`src/rtl/color_capture_ctrl_if.sv`:
```
// Board-I/O, video-timing and datapath-strobe bundle around the colour capture sequencer.
// master = sequencer side, slave = board/timing/datapath side.
interface color_capture_ctrl_if;
  logic        btn_ColorExtract;
  logic        sw_ColorClear;
  logic [11:0] VtcHCnt;
  logic [10:0] VtcVCnt;
  logic        acc_clr;
  logic        acc_en;
  logic        res_latch;
  logic        det_load;
  logic        det_clear;
  logic        busy;
  logic        done;
  logic        err;

  modport master (
    input  btn_ColorExtract, sw_ColorClear, VtcHCnt, VtcVCnt,
    output acc_clr, acc_en, res_latch, det_load, det_clear, busy, done, err
  );

  modport slave (
    output btn_ColorExtract, sw_ColorClear, VtcHCnt, VtcVCnt,
    input  acc_clr, acc_en, res_latch, det_load, det_clear, busy, done, err
  );
endinterface

```
`src/rtl/color_capture_ctrl.sv`:
```
// Turns a debounced button press into one frame-aligned capture of the sampling window:
// clear, accumulate the window pixels, latch the result on RESULT_LINE, then load the detect register.
module color_capture_ctrl #(
  parameter int WIN_H0       = 144,
  parameter int WIN_V0       = 104,
  parameter int WIN_SIZE     = 32,
  parameter int RESULT_LINE  = 239,
  parameter int DEBOUNCE_CYC = 250000,
  parameter int TIMEOUT_CYC  = 2000000
) (
  input  logic           PClk,
  input  logic           rst_n,
  color_capture_ctrl_if.master bus
);

  localparam int DW = $clog2(DEBOUNCE_CYC + 1);
  localparam int WW = $clog2(TIMEOUT_CYC + 1);

  localparam logic [DW-1:0] DEB_LAST = DW'(DEBOUNCE_CYC - 1);
  localparam logic [WW-1:0] WD_LAST  = WW'(TIMEOUT_CYC - 1);
  localparam logic [11:0]   H_LO     = 12'(WIN_H0);
  localparam logic [11:0]   H_HI     = 12'(WIN_H0 + WIN_SIZE);
  localparam logic [10:0]   V_LO     = 11'(WIN_V0);
  localparam logic [10:0]   V_HI     = 11'(WIN_V0 + WIN_SIZE);
  localparam logic [10:0]   R_LINE   = 11'(RESULT_LINE);
  localparam logic [10:0]   PIX_FULL = 11'(WIN_SIZE * WIN_SIZE);
  localparam logic [10:0]   PIX_MAX  = 11'h7FF;

  typedef enum logic [2:0] {
    IDLE,
    WAIT_SOF,
    ACCUM,
    LATCH,
    LOAD
  } state_t;

  state_t        state;

  logic          btn_meta, btn_s, btn_stable, btn_stable_d;
  logic          sw_meta, sw_s;
  logic [DW-1:0] deb_cnt;

  logic          sof_raw, sof_raw_d, sof, rline, win_raw, press, in_wd;
  logic [10:0]   pix_cnt;
  logic [WW-1:0] wd_cnt;

  logic          acc_clr, acc_en, res_latch, det_load, busy, done, err;

  assign sof_raw = (bus.VtcVCnt == 11'd0) && (bus.VtcHCnt == 12'd0);
  assign win_raw = (bus.VtcHCnt >= H_LO) && (bus.VtcHCnt < H_HI) &&
                   (bus.VtcVCnt >= V_LO) && (bus.VtcVCnt < V_HI);
  assign press   = btn_stable && !btn_stable_d;
  assign in_wd   = (state == WAIT_SOF) || (state == ACCUM);

  // Input conditioning and timing decode; all of it registered.
  always_ff @(posedge PClk) begin
    if (!rst_n) begin
      btn_meta     <= 1'b0;
      btn_s        <= 1'b0;
      btn_stable   <= 1'b0;
      btn_stable_d <= 1'b0;
      sw_meta      <= 1'b0;
      sw_s         <= 1'b0;
      deb_cnt      <= '0;
      sof_raw_d    <= 1'b0;
      sof          <= 1'b0;
      rline        <= 1'b0;
    end else begin
      btn_meta     <= bus.btn_ColorExtract;
      btn_s        <= btn_meta;
      sw_meta      <= bus.sw_ColorClear;
      sw_s         <= sw_meta;
      btn_stable_d <= btn_stable;

      if (btn_s == btn_stable) begin
        deb_cnt <= '0;
      end else if (deb_cnt == DEB_LAST) begin
        btn_stable <= btn_s;
        deb_cnt    <= '0;
      end else begin
        deb_cnt <= deb_cnt + DW'(1);
      end

      // Rising-edge detect keeps a held 0/0 counter from producing repeated frame starts.
      sof_raw_d <= sof_raw;
      sof       <= sof_raw && !sof_raw_d;
      rline     <= (bus.VtcVCnt == R_LINE) && (bus.VtcHCnt == 12'd0);
    end
  end

  always_ff @(posedge PClk) begin
    if (!rst_n) begin
      state     <= IDLE;
      acc_clr   <= 1'b0;
      acc_en    <= 1'b0;
      res_latch <= 1'b0;
      det_load  <= 1'b0;
      done      <= 1'b0;
      busy      <= 1'b0;
      err       <= 1'b0;
      pix_cnt   <= '0;
      wd_cnt    <= '0;
    end else begin
      acc_clr   <= 1'b0;
      acc_en    <= 1'b0;
      res_latch <= 1'b0;
      det_load  <= 1'b0;
      done      <= 1'b0;

      if (acc_en && (pix_cnt != PIX_MAX)) begin
        pix_cnt <= pix_cnt + 11'd1;
      end
      wd_cnt <= in_wd ? wd_cnt + WW'(1) : '0;

      if ((state != IDLE) && sw_s) begin
        state  <= IDLE;
        busy   <= 1'b0;
        wd_cnt <= '0;
      end else if (in_wd && (wd_cnt == WD_LAST)) begin
        state  <= IDLE;
        busy   <= 1'b0;
        err    <= 1'b1;
        wd_cnt <= '0;
      end else begin
        case (state)
          IDLE: begin
            if (press && !sw_s) begin
              err   <= 1'b0;
              busy  <= 1'b1;
              state <= WAIT_SOF;
            end
          end
          WAIT_SOF: begin
            if (sof) begin
              acc_clr <= 1'b1;
              pix_cnt <= '0;
              state   <= ACCUM;
            end
          end
          ACCUM: begin
            if (rline) begin
              res_latch <= 1'b1;
              state     <= LATCH;
            end else begin
              acc_en <= win_raw;
            end
          end
          LATCH: begin
            // A short or long pixel count means the frame timing was disturbed; the result is not trusted.
            if (pix_cnt != PIX_FULL) begin
              err   <= 1'b1;
              busy  <= 1'b0;
              state <= IDLE;
            end else begin
              det_load <= 1'b1;
              done     <= 1'b1;
              state    <= LOAD;
            end
          end
          LOAD: begin
            busy  <= 1'b0;
            state <= IDLE;
          end
          default: state <= IDLE;
        endcase
      end
    end
  end

  assign bus.acc_clr   = acc_clr;
  assign bus.acc_en    = acc_en;
  assign bus.res_latch = res_latch;
  assign bus.det_load  = det_load;
  assign bus.det_clear = sw_s;
  assign bus.busy      = busy;
  assign bus.done      = done;
  assign bus.err       = err;

  strobes_exclusive: assert property (@(posedge PClk) disable iff (!rst_n)
    $onehot0({acc_clr, acc_en, res_latch, det_load}));

  done_with_load: assert property (@(posedge PClk) disable iff (!rst_n)
    done |-> det_load);

endmodule

```
`src/flat_wrapper.sv`:
```
// flat-port wrapper written by rule: the top's interface ports become plain ports
module color_capture_ctrl_flat 
#(
  parameter int WIN_H0       = 144,
  parameter int WIN_V0       = 104,
  parameter int WIN_SIZE     = 32,
  parameter int RESULT_LINE  = 239,
  parameter int DEBOUNCE_CYC = 250000,
  parameter int TIMEOUT_CYC  = 2000000
)
  (PClk, rst_n, bus_btn_ColorExtract, bus_sw_ColorClear, bus_VtcHCnt, bus_VtcVCnt, bus_acc_clr, bus_acc_en, bus_res_latch, bus_det_load, bus_det_clear, bus_busy, bus_done, bus_err);
  color_capture_ctrl_if bus_i ();
  input  logic PClk;
  input  logic rst_n;
  input wire logic [$bits(bus_i.btn_ColorExtract)-1:0] bus_btn_ColorExtract;
  input wire logic [$bits(bus_i.sw_ColorClear)-1:0] bus_sw_ColorClear;
  input wire logic [$bits(bus_i.VtcHCnt)-1:0] bus_VtcHCnt;
  input wire logic [$bits(bus_i.VtcVCnt)-1:0] bus_VtcVCnt;
  output wire logic [$bits(bus_i.acc_clr)-1:0] bus_acc_clr;
  output wire logic [$bits(bus_i.acc_en)-1:0] bus_acc_en;
  output wire logic [$bits(bus_i.res_latch)-1:0] bus_res_latch;
  output wire logic [$bits(bus_i.det_load)-1:0] bus_det_load;
  output wire logic [$bits(bus_i.det_clear)-1:0] bus_det_clear;
  output wire logic [$bits(bus_i.busy)-1:0] bus_busy;
  output wire logic [$bits(bus_i.done)-1:0] bus_done;
  output wire logic [$bits(bus_i.err)-1:0] bus_err;
  assign bus_i.btn_ColorExtract = bus_btn_ColorExtract;
  assign bus_i.sw_ColorClear = bus_sw_ColorClear;
  assign bus_i.VtcHCnt = bus_VtcHCnt;
  assign bus_i.VtcVCnt = bus_VtcVCnt;
  assign bus_acc_clr = bus_i.acc_clr;
  assign bus_acc_en = bus_i.acc_en;
  assign bus_res_latch = bus_i.res_latch;
  assign bus_det_load = bus_i.det_load;
  assign bus_det_clear = bus_i.det_clear;
  assign bus_busy = bus_i.busy;
  assign bus_done = bus_i.done;
  assign bus_err = bus_i.err;
  color_capture_ctrl #(.WIN_H0(WIN_H0), .WIN_V0(WIN_V0), .WIN_SIZE(WIN_SIZE), .RESULT_LINE(RESULT_LINE), .DEBOUNCE_CYC(DEBOUNCE_CYC), .TIMEOUT_CYC(TIMEOUT_CYC)) u_core (.PClk(PClk), .rst_n(rst_n), .bus(bus_i));
endmodule
```
`config.mk`:
```
export PLATFORM = sky130hd
export DESIGN_NAME = color_capture_ctrl_flat
export DESIGN_NICKNAME = d
export VERILOG_FILES = /design/src/rtl/color_capture_ctrl_if.sv /design/src/rtl/color_capture_ctrl.sv /design/src/flat_wrapper.sv
export SDC_FILE = /design/constraint.sdc
export NUM_CORES = 1
export LEC_CHECK = 0
export ABC_AREA = 1
export CAP_MARGIN = 20
export CORE_MARGIN = 10
export CORE_UTILIZATION = 57
export DETAILED_ROUTE_END_ITERATION = 10
export GPL_TIMING_DRIVEN = 0
export HOLD_SLACK_MARGIN = 0.02
export PLACE_DENSITY = 0.79
export SLEW_MARGIN = 10
export SYNTH_ARGS = -nofsm -noshare
export SYNTH_HDL_FRONTEND = slang
export SYNTH_SLANG_ARGS = --single-unit
```
`constraint.sdc`:
```
create_clock -name PClk -period 2 [get_ports PClk]
set_input_delay 0.4 -clock PClk [delete_from_list [all_inputs] [get_ports PClk]]
set_output_delay 0.4 -clock PClk [all_outputs]
set_load 0.05 [all_outputs]
```
==> results of run 1 <==
cells in the mapped netlist (all sizes together), types with 5 or more instances:
master / number / area share, %
inv: 65 / 6.8
xor2: 15 / 3.7
nand2: 125 / 14
nor2: 108 / 13
o21ai: 13 / 2.3
nand3: 31 / 4.9
nand4: 17 / 3.4
a21oi: 25 / 4.2
nor3: 18 / 2.8
buf: 7 / 1.8
or2: 5 / 0.87
dfxtp: 68 / 38
where the power goes:
part / internal (mW) / switching (mW) / leakage (nW)
Sequential: 1.36 / 0.00312 / 0.548
Clock: 0.603 / 0.483 / 0.0935
Combinational: 0.0582 / 0.0390 / 0.815
metal layers:
| layer | GRT usage [%] | vias up |
|---|---|---|
| met2 | 26.2 | 67 |
| met4 | 5.62 | 0 |
| li1 | - | 1731 |
| met3 | 5.81 | 10 |
| met1 | 18.4 | 1428 |
| met5 | 0 | - |
flip-flops by register name, indices dropped and copies added, names as in the netlist, 3 cells and up:
| register | flops |
|---|---|
| u_core.wd_cnt | 21 |
| u_core.deb_cnt | 18 |
| u_core.pix_cnt | 11 |
| u_core.state | 3 |
worst paths after layout:
check                            startpoint                            end  slack, ns
min reg2reg     u_core.sof_raw_d$_SDFF_PN0_          u_core.sof$_SDFF_PN0_       0.42
max          u_core.bus.det_load$_SDFF_PP0_                   bus_det_load       0.07
min             u_core.sof_raw_d$_SDFF_PN0_          u_core.sof$_SDFF_PN0_       0.42
max reg2reg    u_core.deb_cnt[0]$_SDFF_PP0_  u_core.deb_cnt[16]$_SDFF_PP0_       0.17
cells in the final DEF, fill, tap and decap left out, types with 5 or more instances in the layout:
master and instances:
nand2_2 5, nor2_2 7, a21oi_1 18, nor3_1 16, nor2_1 97, nand3_1 28
clkdlybuf4s50_1 31, o21ai_0 10, nand2_1 118, nand4_1 16, clkbuf_8 10, inv_1 61
xor2_1 15, dfxtp_1 68, a21oi_2 7
metrics by stage:
| stage | util [%] | hold slack [ns] |
|---|---|---|
| finish | 69.8 | 0.418 |
| global route | 69.8 | 0.420 |
| CTS | 69.8 | 0.405 |
| detailed placement | 66.8 | 0.383 |
| global placement | 66.8 | 0.375 |
| floorplan | - | 0.368 |
area by class of cell:
type	count	area (µm²)	area share, %
Buffer	7	65.1	1.55
Clock inverter	2	35.0	0.833
Sequential cell	68	1360	32.4
Clock buffer	13	149	3.54
Multi-Input combinational cell	377	1920	45.7
Timing Repair Buffer	34	337	8.01
Inverter	65	244	5.80
Tap cell	75	93.8	2.23
kinds of logic (layout without fill, tap and decap cells):
logic type | count (synthesis) | after routing | synth area share (%)
DFF | 68 | 68 | 37.9
buffers and inverters | 72 | 121 | 8.61
adders and majority gates | 4 | 4 | 1.39
AOI/OAI and AO/OA | 44 | 44 | 7.74
xor gates and xnor gates | 19 | 19 | 4.64
and+or+nand+nor | 310 | 310 | 39.7
==> flow_summary.yaml, run 1 <==
run_status:
  outcome: "completed"
global_route:
  grt_pass1_vias: 3145
  antenna_found_initial: 0
  globalRouteTotalUtil_pct: 15.8
  grt_pass1_wl_mm: 13.3
  grt_remaining_overflow: 0
  grt_max_degree: 11
route:
  firstDrtPassIters: 4
  postRouteAntennaNets: 0
  wl_met3_um: 479
  drtIter0Drc: 150
  routedWlPerCell_um: 11.8
  wl_met2_mm: 3.44
  vias: 3236
  vias_per_cell: 5.05
  wl_mm: 7.57
  wl_met1_mm: 3.54
  topRoutingLayerUsed: "met4"
  drc: 0
timing:
  finalCriticalPeriod_ns: 1.93
  slew_headroom_pct: 63.6
  rsz0062_at_grt: "no"
  finClkSkew_ns: 0.00888
  worst_slack_ns: 0.0704
  final_hold_viol_count: 0
  final_max_slew_viol_count: 0
  setup_violations: 0
  fmax_ghz: 0.518
  tns_ns: 0
  worst_pin_slew_ns: 0.541
  period_share_pct: 96.5
floorplanning:
  die_w_um: 99.4
  start_util_pct: 59.6
  dieArea_mm2: 0.00987
  coreArea_mm2: 0.00603
  io_pins: 35
  placementRows: 28
  die_h_um: 99.4
synthesis:
  synth-edff-count: 0
  ys_seq_area_share_pct: 37.9
  netlist_area_mm2: 0.00359
  syn_avg_cell_area_um2: 6.94
  ys_ff_latch: 68
  synth_warnings: 0
  synthDistinctLibCells: 37
  synthCells: 517
  synth_async_sr_flop_share_pct: 0
  synthFlopType: "dfxtp_1"
  synth_nets: 548
run:
  drv_cap: 0
setup_path:
  max_stage_delay_ns: 0.82
  crit_fanout: 2
  end_kind: "output port"
  path_delay_family: "buffers and inverters"
  worstPathArrival_ns: 1.53
  cp_cell_sequence: "clkdlybuf4s50_1"
  startpoint_type: "flip-flop"
  crit_buf_inv: 1
  cp.depth: 1
  crit_type: "reg -> out"
  rr_worst_depth: 9
  cp_slowest_cell: "clkdlybuf4s50_1"
  worstPathRequired_ns: 1.60
pwr:
  vdd_drop_max_uv: 464
  leakage_nw: 1.46
  power_per_cell_area_mw_per_mm2: 605
  total_power_mw: 2.54
place:
  post-place-ws_ns: 0.139
  placed_area_mm2: 0.00402
  place_hpwl_mm: 5.86
  routabilityCongestion: 0.876
  placed_cells: 626
  numPortBuffers: 34
cts:
  cts_buffer_depth: 2
  cts_hold_buf: 0
  clock-root-buffer: "clkbuf_8"
  cts_resized: 3
  post-cts-setup-buffer-count: 0
  clock_latency_ns: 0.35
  clk_pin_slew_ns: 0.07
  cts.htree.levels: 3
  cts.sinks: 68
  cts_buffers: 9
  cts_tree: "yes"
final_layout:
  drive_gt1_share_pct: 10.8
  area_growth_pct: 17.1
  n_antenna_cell: 0
  nFillCells: 544
  final_nets: 593
  fin_area_mm2: 0.00420
  final_cells: 641
worst_hold_path:
  hold_path_depth: 1
  hp-class: "reg -> reg"
(Power assumes the default switching activity.)
==> run 2: changes to the inputs <==
--- a/config.mk
+++ b/config.mk
@@ -7,7 +7,7 @@
 export LEC_CHECK = 0
 export ABC_AREA = 1
 export CAP_MARGIN = 20
-export CORE_MARGIN = 10
+export CORE_MARGIN = 1.5
 export CORE_UTILIZATION = 57
 export DETAILED_ROUTE_END_ITERATION = 10
 export GPL_TIMING_DRIVEN = 0
==> run 2 against run 1 <==
Net effect: non-clock buffer count did not move; via count barely moved; clock skew fell by 0.00091 ns; die area fell by 31%; wire length fell by 4.9%; sequential cell count did not move; power rose by 8.9%; largest power group unchanged.
==> flow_summary.yaml, run 2 (synthesis results as in run 1) <==
pwr:
  power_per_cell_area_mw_per_mm2: 648
  leakage_nw: 1.52
  total_power_mw: 2.77
  vdd_drop_max_uv: 693
global_route:
  grt_max_degree: 12
  grt_pass1_vias: 3001
  grt_remaining_overflow: 0
  grt_pass1_wl_mm: 11.9
  antenna_found_initial: 0
  globalRouteTotalUtil_pct: 22.6
worst_hold_path:
  hp-class: "reg -> reg"
timing:
  final_max_slew_viol_count: 0
  finClkSkew_ns: 0.00797
  finalCriticalPeriod_ns: 1.88
  final_hold_viol_count: 0
  rsz0062_at_grt: "no"
  tns_ns: 0
  worst_slack_ns: 0.125
  slew_headroom_pct: 64.2
  worst_pin_slew_ns: 0.532
  setup_violations: 0
  fmax_ghz: 0.533
  period_share_pct: 93.8
setup_path:
  cp_cell_sequence: "clkdlybuf4s50_1"
  cp_slowest_cell: "clkdlybuf4s50_1"
  max_stage_delay_ns: 0.80
  worstPathArrival_ns: 1.48
  crit_fanout: 2
  worstPathRequired_ns: 1.60
  crit_buf_inv: 1
  end_kind: "output port"
  path_delay_family: "buffers and inverters"
  crit_type: "reg -> out"
  startpoint_type: "flip-flop"
  regToRegSetupSlack_ns: 0.16
final_layout:
  final_nets: 593
  reg_top3: "u_core.wd_cnt (21), u_core.deb_cnt (18), u_core.pix_cnt (11)"
  regMostFlops: "u_core.wd_cnt"
  drive_gt1_share_pct: 11.3
  seq_area_mm2: 0.00136
  n_antenna_cell: 0
  multi_input_comb_area_mm2: 0.00192
  area_growth_pct: 19.0
  layout_commonest_cell: "nand2_1"
  fin_area_mm2: 0.00427
  largest_reg_flops: 21
  final_cells: 642
  final_cell_mix: "118 x nand2_1, 97 x nor2_1, 68 x dfxtp_1, 61 x inv_1, 31 x clkdlybuf4s50_1"
  nFillCells: 518
route:
  postRouteAntennaNets: 0
  drtIter0Drc: 111
  firstDrtPassIters: 5
  vias_per_cell: 5.04
  drc: 0
  routedWlPerCell_um: 11.2
  wl_mm: 7.20
  vias: 3238
cts:
  cts_buffer_depth: 2
  cts_buffers: 9
  cts.htree.levels: 3
  cts_tree: "yes"
  clk_pin_slew_ns: 0.07
  post-cts-setup-buffer-count: 0
  clock-root-buffer: "clkbuf_8"
  cts.sinks: 68
  clock_latency_ns: 0.35
floorplanning:
  start_util_pct: 59.9
  die_w_um: 82.4
  placementRows: 28
  coreArea_mm2: 0.00599
  io_pins: 35
  die_h_um: 82.4
  dieArea_mm2: 0.00678
place:
  place_hpwl_mm: 5.37
  post-place-ws_ns: 0.144
  placed_area_mm2: 0.00402
  numPortBuffers: 34
  placed_cells: 626
  routabilityCongestion: 0.897
run:
  drv_cap: 0
run_status:
  outcome: "completed"
run 2: cell count changes in the layout (fill, tap and decap cells not counted), sizes merged:
cell	delta
clkinvlp	+1
dlygate4sd2	-3
clkinv	-1
bufinv	+1
dlymetal6s2s	+3
run 2: metrics by stage:
step	hold WS [ns]	utilization, %
6_report	0.385	71.3
5_1_grt	0.403	71.3
4_1_cts	0.382	71.1
3_5_place_dp	0.373	67.2
3_3_place_gp	0.379	67.2
2_1_floorplan	0.368	-
run 2: cell type report:
type / instances / share of cell area, %
clock inverter: 3 / 1.58
multi-input combinational: 377 / 45.0
timing repair buffer: 34 / 8.14
buffer: 7 / 1.52
clock buffer: 13 / 3.95
inverter: 65 / 5.71
sequential: 68 / 31.9
tap: 75 / 2.20
run 2: where the power goes:
part           switching [mW]  internal (mW)
Sequential            0.00324           1.36
Clock                   0.506          0.805
Combinational          0.0392         0.0589
Total                   0.548           2.22
run 2: path summary, 6_finish.rpt:
path                                startpoint                             to  cells past startpoint
hold / removal     u_core.sof_raw_d$_SDFF_PN0_          u_core.sof$_SDFF_PN0_                      1
setup reg to reg  u_core.deb_cnt[0]$_SDFF_PP0_  u_core.deb_cnt[11]$_SDFF_PP0_                      9
setup / recovery   u_core.bus.err$_SDFFE_PN0P_                        bus_err                      1
hold reg to reg    u_core.sof_raw_d$_SDFF_PN0_          u_core.sof$_SDFF_PN0_                      1
run 2: what timing repair did:
| action | in CTS | in global routing |
|---|---|---|
| hold buffers | 0 | 0 |
| resized for setup | 0 | 4 |
| endpoints found under the setup margin | 0 | 13 |
run 2: per-layer routing:
metal | wire [µm] | share of wire [%] | track usage (%)
met1 | 3300 | 46 | 25.7
met4 | 68 | 0.94 | 9.83
met3 | 431 | 6.0 | 5.38
met5 | 0 | 0 | 0
met2 | 3400 | 47 | 39.8
==> run 3: changes to the inputs <==
==> constraint.sdc (replaced) <==
create_clock -name PClk -period 2 [get_ports PClk]
set_input_delay 0.4 -clock PClk [delete_from_list [all_inputs] [get_ports PClk]]
set_output_delay 0.4 -clock PClk [all_outputs]
set_load 0.02 [all_outputs]
==> run 3 against run 2 <==
Net effect: die area stayed put; sequential power about the same; worst hold slack barely moved; wire length up 0.14%; first-iteration DRC count stayed put; via count barely moved; combinational power shrank 2%; power is essentially flat; critical path type is now reg -> reg; largest cell class unchanged; highest routed layer unchanged.
==> flow_summary.yaml, run 3 (synthesis results as in run 1) <==
final_layout:
  final_cell_mix: "118 x nand2_1, 97 x nor2_1, 68 x dfxtp_1, 61 x inv_1, 34 x clkdlybuf4s50_1"
  regMostFlops: "u_core.wd_cnt"
  drive_gt1_share_pct: 11.3
  n_antenna_cell: 0
  nFillCells: 520
  final_nets: 593
  largest_reg_flops: 21
  multi_input_comb_area_mm2: 0.00192
  reg_top3: "u_core.wd_cnt (21), u_core.deb_cnt (18), u_core.pix_cnt (11)"
  seq_area_mm2: 0.00136
  fin_area_mm2: 0.00427
  area_growth_pct: 18.8
  layout_commonest_cell: "nand2_1"
setup_path:
  worstPathRequired_ns: 2.24
  r2r-start: "u_core.deb_cnt[0]$_SDFF_PP0_"
  startpoint_type: "flip-flop"
  crit_fanout: 10
  worstPathArrival_ns: 2.08
  crit_type: "reg -> reg"
  end_kind: "flip-flop"
  cp-startpoint: "u_core.deb_cnt[0]$_SDFF_PP0_"
floorplanning:
  io_pins: 35
  placementRows: 28
  die_w_um: 82.4
  coreArea_mm2: 0.00599
  start_util_pct: 59.9
  dieArea_mm2: 0.00678
  die_h_um: 82.4
timing:
  slew_headroom_pct: 64.2
  final_hold_viol_count: 0
  setup_violations: 0
  finalCriticalPeriod_ns: 1.84
  worst_slack_ns: 0.161
  tns_ns: 0
  fmax_ghz: 0.544
  rsz0062_at_grt: "no"
  period_share_pct: 92.0
  worst_pin_slew_ns: 0.532
  final_max_slew_viol_count: 0
  finClkSkew_ns: 0.00797
route:
  drc: 0
  firstDrtPassIters: 5
  drtIter0Drc: 111
  vias: 3236
  vias_per_cell: 5.04
  postRouteAntennaNets: 0
  routedWlPerCell_um: 11.2
  wl_mm: 7.21
place:
  post-place-ws_ns: 0.144
  place_hpwl_mm: 5.37
  placed_area_mm2: 0.00402
  routabilityCongestion: 0.897
  numPortBuffers: 34
cts:
  cts_buffer_depth: 2
  cts_tree: "yes"
  clk_pin_slew_ns: 0.07
  clock-root-buffer: "clkbuf_8"
  cts.htree.levels: 3
  cts_buffers: 9
  cts_resized: 0
  clock_latency_ns: 0.35
  post-cts-setup-buffer-count: 0
  cts.sinks: 68
  cts_hold_buf: 0
global_route:
  antenna_found_initial: 0
  globalRouteTotalUtil_pct: 22.6
  grt_remaining_overflow: 0
  grt_pass1_vias: 3001
  grt_pass1_wl_mm: 11.9
  grt_max_degree: 12
pwr:
  power.share.clock_pct: 47.3
  leakage_nw: 1.47
  power_per_cell_area_mw_per_mm2: 649
  switching_share_pct: 19.7
  p_comb_share_pct: 3.5
  total_power_mw: 2.77
  intPower_mw: 2.22
  seq_power_share_pct: 49.2
  p_switching_uw: 546
  vdd_drop_max_uv: 693
worst_hold_path:
  hp-class: "reg -> reg"
  min-delay-start: "u_core.sof_raw_d$_SDFF_PN0_"
run:
  drv_cap: 0
run_status:
  outcome: "completed"
==> run 3: layer usage <==
metal / vias to the layer above / GRT usage (%) / share of wire (%)
li1: 1727 / - / -
met1: 1432 / 25.7 / 46
met2: 69 / 39.8 / 47
met3: 8 / 5.38 / 5.6
met4: 0 / 9.83 / 0.94
met5: - / 0 / 0
==> run 3: area by class of cell <==
type                            instances  area share (%)
Sequential cell                        68            31.9
Multi-Input combinational cell        377            45.1
Tap cell                               75            2.20
Timing Repair Buffer                   34            7.98
Inverter                               65            5.72
Buffer                                  7            1.53
Clock buffer                           13            3.96
Clock inverter                          3            1.58
==> run 3: final timing paths <==
check	to	slack, ns	cells after the start
max	u_core.deb_cnt[11]$_SDFF_PP0_	0.16	9
min	u_core.sof$_SDFF_PN0_	0.39	1
max reg2reg	u_core.deb_cnt[11]$_SDFF_PP0_	0.16	9
min reg2reg	u_core.sof$_SDFF_PN0_	0.39	1
==> run 3: through the flow <==
| step | hold WS [ns] | utilization [%] | cells |
|---|---|---|---|
| 3_3_place_gp | 0.379 | 67.2 | 626 |
| 2_1_floorplan | 0.368 | - | 517 |
| 6_report | 0.385 | 71.2 | 642 |
| 3_5_place_dp | 0.373 | 67.2 | 626 |
| 4_1_cts | 0.382 | 71.1 | 642 |
| 5_1_grt | 0.403 | 71.2 | 642 |
==> run 3: power groups by stage <==
stage / Clock, mW / Combinational [mW] / Sequential, mW
after detailed placement: 0 / 0.0961 / 1.39
after floorplan: 0 / 0.0308 / 1.39
final: 1.31 / 0.0964 / 1.36
after global placement: 0 / 0.0945 / 1.39
after CTS: 1.34 / 0.0966 / 1.36
after global routing: 1.40 / 0.106 / 1.36
==> run 3: worst max-delay path, stage by stage (launching register included) <==
cell	delay (ns)
dfxtp_1	0.43
ha_1	0.22
nand2_2	0.10
nor2_2	0.13
nand2_1	0.10
nor2_1	0.20
nand2_1	0.14
nand2_4	0.15
buf_4	0.19
nor2_1	0.06
